File: config.mk
export PLATFORM = sky130hd
export DESIGN_NAME = univ_shift_reg_dr
export DESIGN_NICKNAME = d
export VERILOG_FILES = /design/src/rtl/univ_shift_reg_dr.sv
export SDC_FILE = /design/constraint.sdc
export NUM_CORES = 1
export LEC_CHECK = 0
export CORE_MARGIN = 3
export CORE_UTILIZATION = 46
export CTS_CLUSTER_DIAMETER = 40
export DETAILED_ROUTE_END_ITERATION = 10
export PLACE_DENSITY = 0.92
export RECOVER_POWER = 100
export SYNTH_ARGS = -nofsm -noshare
export SYNTH_HDL_FRONTEND = slang
export SYNTH_SLANG_ARGS = --single-unit
File: constraint.sdc
create_clock -name clk -period 3.4 [get_ports clk]
set_input_delay 1.02 -clock clk [delete_from_list [all_inputs] [get_ports clk]]
set_output_delay 1.02 -clock clk [all_outputs]
set_load 0.1 [all_outputs]
File: src/rtl/univ_shift_reg_dr.sv
// Universal shift register with dual-rail (q/qn) stage outputs and a word counter
// that pulses word_done after WIDTH consecutive same-direction shifts.
module univ_shift_reg_dr #(
  parameter int unsigned WIDTH = 4,
  parameter int unsigned CNT_W = 3
) (
  input  logic             clk,
  input  logic             rst,
  input  logic             en,
  input  logic [1:0]       mode,
  input  logic             rot,
  input  logic             sir,
  input  logic             sil,
  input  logic [WIDTH-1:0] d,
  output logic [WIDTH-1:0] q,
  output logic [WIDTH-1:0] qn,
  output logic             so_r,
  output logic             so_l,
  output logic             word_done
);

  localparam logic [1:0] MODE_RIGHT = 2'b01;
  localparam logic [1:0] MODE_LEFT  = 2'b10;
  localparam logic [1:0] MODE_LOAD  = 2'b11;
  localparam logic       DIR_RIGHT  = 1'b0;
  localparam logic       DIR_LEFT   = 1'b1;

  logic [CNT_W-1:0] count, count_nxt, count_inc;
  logic             last_dir, last_dir_nxt;
  logic [WIDTH-1:0] q_nxt;
  logic             done_nxt;
  logic             shift, dir;

  // Next-state: data path first, then the run-length counter for shifts
  always_comb begin
    q_nxt        = q;
    count_nxt    = count;
    last_dir_nxt = last_dir;
    done_nxt     = 1'b0;
    shift        = 1'b0;
    dir          = DIR_RIGHT;
    count_inc    = '0;
    if (en) begin
      case (mode)
        MODE_RIGHT: begin
          q_nxt = {(rot ? q[0] : sir), q[WIDTH-1:1]};
          shift = 1'b1;
          dir   = DIR_RIGHT;
        end
        MODE_LEFT: begin
          q_nxt = {q[WIDTH-2:0], (rot ? q[WIDTH-1] : sil)};
          shift = 1'b1;
          dir   = DIR_LEFT;
        end
        MODE_LOAD: begin
          q_nxt     = d;
          count_nxt = '0;
        end
        default: ;
      endcase
    end
    if (shift) begin
      count_inc    = (dir == last_dir) ? CNT_W'(count + CNT_W'(1)) : CNT_W'(1);
      last_dir_nxt = dir;
      if (count_inc == CNT_W'(WIDTH)) begin
        count_nxt = '0;
        done_nxt  = 1'b1;
      end else begin
        count_nxt = count_inc;
      end
    end
  end

  // qn is its own register, loaded with the complement of the next q
  always_ff @(posedge clk or posedge rst) begin
    if (rst) begin
      q         <= '0;
      qn        <= '1;
      count     <= '0;
      last_dir  <= DIR_RIGHT;
      word_done <= 1'b0;
    end else begin
      q         <= q_nxt;
      qn        <= ~q_nxt;
      count     <= count_nxt;
      last_dir  <= last_dir_nxt;
      word_done <= done_nxt;
    end
  end

  assign so_r = q[0];
  assign so_l = q[WIDTH-1];

endmodule

==> results by group <==
Status
  • Status: complete, no violations

Global routing
  • Largest net degree at the start of global routing: 14
  • Total track usage: 0.1696
  • Initial antenna violation count: 0
  • Global-route wire length before repair: 2380 um
  • Global route overflow: 0
  • Vias in the first global route: 565

CTS
  • CTS Sinks: 13
  • TritonCTS Buffers: 3
  • Setup Buffers After CTS: 0
  • CTS tree: built
  • H-tree depth: 1
  • CTS max path bufs: 2
  • Reg clk slew, reported paths: about 90 ps
  • Cts hold-fix bufs: 0
  • CTS resizes: 0
  • Clock Latency Late Sink: 280 ps
  • Root Driver: clkbuf_4

Timing
  • Measured slew at the worst slew-check pin: 1190 ps
  • F_max: ~370 MHz
  • Worst slew margin: 0.2100
  • Setup repair after global routing missed its margin: false
  • Tcrit/Tclk final: 0.7902
  • Setup TNS: 0 ps
  • Setup violations, final: 0
  • Final Slew Violations: 0
  • Final setup margin: 713.2 ps
  • Fin crit period: approximately 2700 ps
  • Hold Fails Final Rpt: 0
  • Skew final: 7.402 ps

Worst setup path
  • Slowest-stage cell, CP: clkbuf_1
  • CP peak stage delay: 870 ps
  • Sequence of cells on the critical path: clkbuf_1
  • Worst path depth: 1
  • R2R Path End: count[2]
  • CP max FO: 1
  • Worst r2r src: count[0]
  • Register-to-register path setup slack: 1890 ps
  • Critical Path RT: 2380 ps
  • CP Launch Type: register
  • CP Buf/Inv Count: 1
  • Crit path from: qn[0]
  • CP Capture Type: output port
  • Reg2Reg Depth: 4
  • Top delay family on crit path: buffers and inverters
  • Crit path DAT: between 1500 and 2000 ps
  • Worst setup path endpoint: qn[0]
  • Critical path type: register to output port

Pwr
  • Pwr/cell area: ~650 nW/um^2
  • Peak supply drop: 0.3513 mV
  • LEAKAGE: about 0.37 nW

Route
  • DRT iter0 DRCs: 25
  • DR vias/cell: approximately 6
  • DRT Pass-1 Iters: 4
  • Antenna viol nets, final: 0
  • DRT Wirelength: between 1500 and 2000 um
  • Residual DRC count: 0
  • Vias after detailed routing: 565
  • WL/cell: 15.96 um

Logic synthesis
  • Synth Cell Area: between 600 and 700 um^2
  • Mapped Nets: between 70 and 80
  • Register bit total from synthesis: 13
  • Synth warnings: 0
  • Mapped Cells: between 50 and 60
  • Average size of a mapped cell: about 12 um^2
  • Sequential element share of the synthesized area: 0.4916
  • Cell variety after synth: 19

Place
  • Post-DP Area: 864.6 um^2
  • RePlAce Congestion: 0.7363
  • Port-buffer cells: 22
  • HPWL Detailed: roughly 1200 um
  • Dpl ws: between 600 and 700 ps

Layout
  • Nets@finish: 99
  • Share of layout cells above drive strength 1: 0.1358
  • Post-route cell area: about 850 um^2
  • Area Overhead vs Synth: 26.44%
  • Final core utilization: 0.6370
  • # diodes: 0

Floorplan
  • Starting Density: 0.5038
  • Horiz. Die Dim: approximately 44 um
  • Die height: approximately 44 um
  • Die ar.: roughly 2000 um^2
  • Ports: 23
  • Rows: 13
  • Core Area: around 1300 um^2

Min path
  • Hold crit path type: register to register

Job
  • Total of max-cap violations: 0
==> Yosys cell counts <==
master     instances  area (um^2)
a2111oi_0          2        17.52
a21o_1             1        7.510
a222oi_1           4        40.04
a22o_1             2        17.52
buf_4              2        15.01
clkbuf_1           1        3.750
dfrtp_1            9        225.2
dfstp_2            4        105.1
ha_1               5        62.56
inv_1              3        11.26
mux2_2             3        33.78
mux2_4             1        15.01
nand2_1            5        18.77
nand2b_1           4        25.02
nor2_1             1        3.750
nor2b_1            1        6.260
o21a_1             4        30.03
o21ai_0            5        25.02
xor2_1             1        8.760
==> routing by layer <==
| layer | GRT usage | up-vias | wire length (um) |
|---|---|---|---|
| met3 | 0.04065 | 5 | 80 |
| met5 | 0 | - | 0 |
| li1 | - | 260 | - |
| met2 | 0.3140 | 25 | 808 |
| met1 | 0.1727 | 275 | 605 |
| met4 | 0.09036 | 0 | 38 |
==> placed cells by master (no fill, tap or decap), types with 4 or more instances in the layout <==
master,netlist,routed
clkbuf_1,1,12
dfrtp_1,9,9
clkdlybuf4s50_1,0,9
nand2_1,5,5
o21ai_0,5,5
ha_1,5,5
nand2b_1,4,4
a222oi_1,4,4
o21a_1,4,4
dfstp_2,4,4
==> through the flow <==
step | instances | hold WS (ps) | total power [W]
2_1_floorplan | 58 | 464.3 | 0.0004091
3_3_place_gp | 92 | 489.0 | 0.0004566
3_5_place_dp | 92 | 495.0 | 0.0004666
4_1_cts | 96 | 519.5 | 0.0005627
5_1_grt | 96 | 529.9 | 0.0005695
6_report | 96 | 521.6 | 0.0005490
==> cell type report <==
cell class | instances | area (um^2)
fill | 114 | 484.2
inverter | 3 | 11.26
tap | 15 | 18.77
sequential | 13 | 330.3
clock buffer | 4 | 26.28
timing repair buffer | 22 | 151.4
multi-input combinational | 39 | 311.5
==> worst reg2reg max path, delay by kind of cell (launching register included) <==
kind,cells,cell delay [ps]
DFF,1,440
adders and majority gates,1,230
AOI/OAI and AO/OA,2,630
and+or+nand+nor,1,150
==> report_power, final <==
group          total [W]  internal, W  switching, W
logic           0.000241    0.0000626      0.000178
registers       0.000209     0.000186     0.0000227
clock network  0.0000997    0.0000456     0.0000542
==> worst min-delay path by stage <==
stage	slack, ps	start	cells past startpoint	to
2_1_floorplan	460	count[2]	1	count[2]
3_3_place_gp	490	count[2]	1	count[2]
3_5_place_dp	500	count[1]	1	count[1]
4_1_cts	520	count[2]	1	count[2]
5_1_grt	530	count[2]	1	count[2]
6_report	520	count[2]	1	count[2]
==> kinds of logic after synthesis <==
| family | synth area share |
|---|---|
| simple gates | 0.08007 |
| flops | 0.4916 |
| mux | 0.07262 |
| xor+xnor | 0.01304 |
| fa+ha+maj | 0.09311 |
| compound gates | 0.2049 |
| buf+inv | 0.04468 |
(Power assumes the default switching activity.)
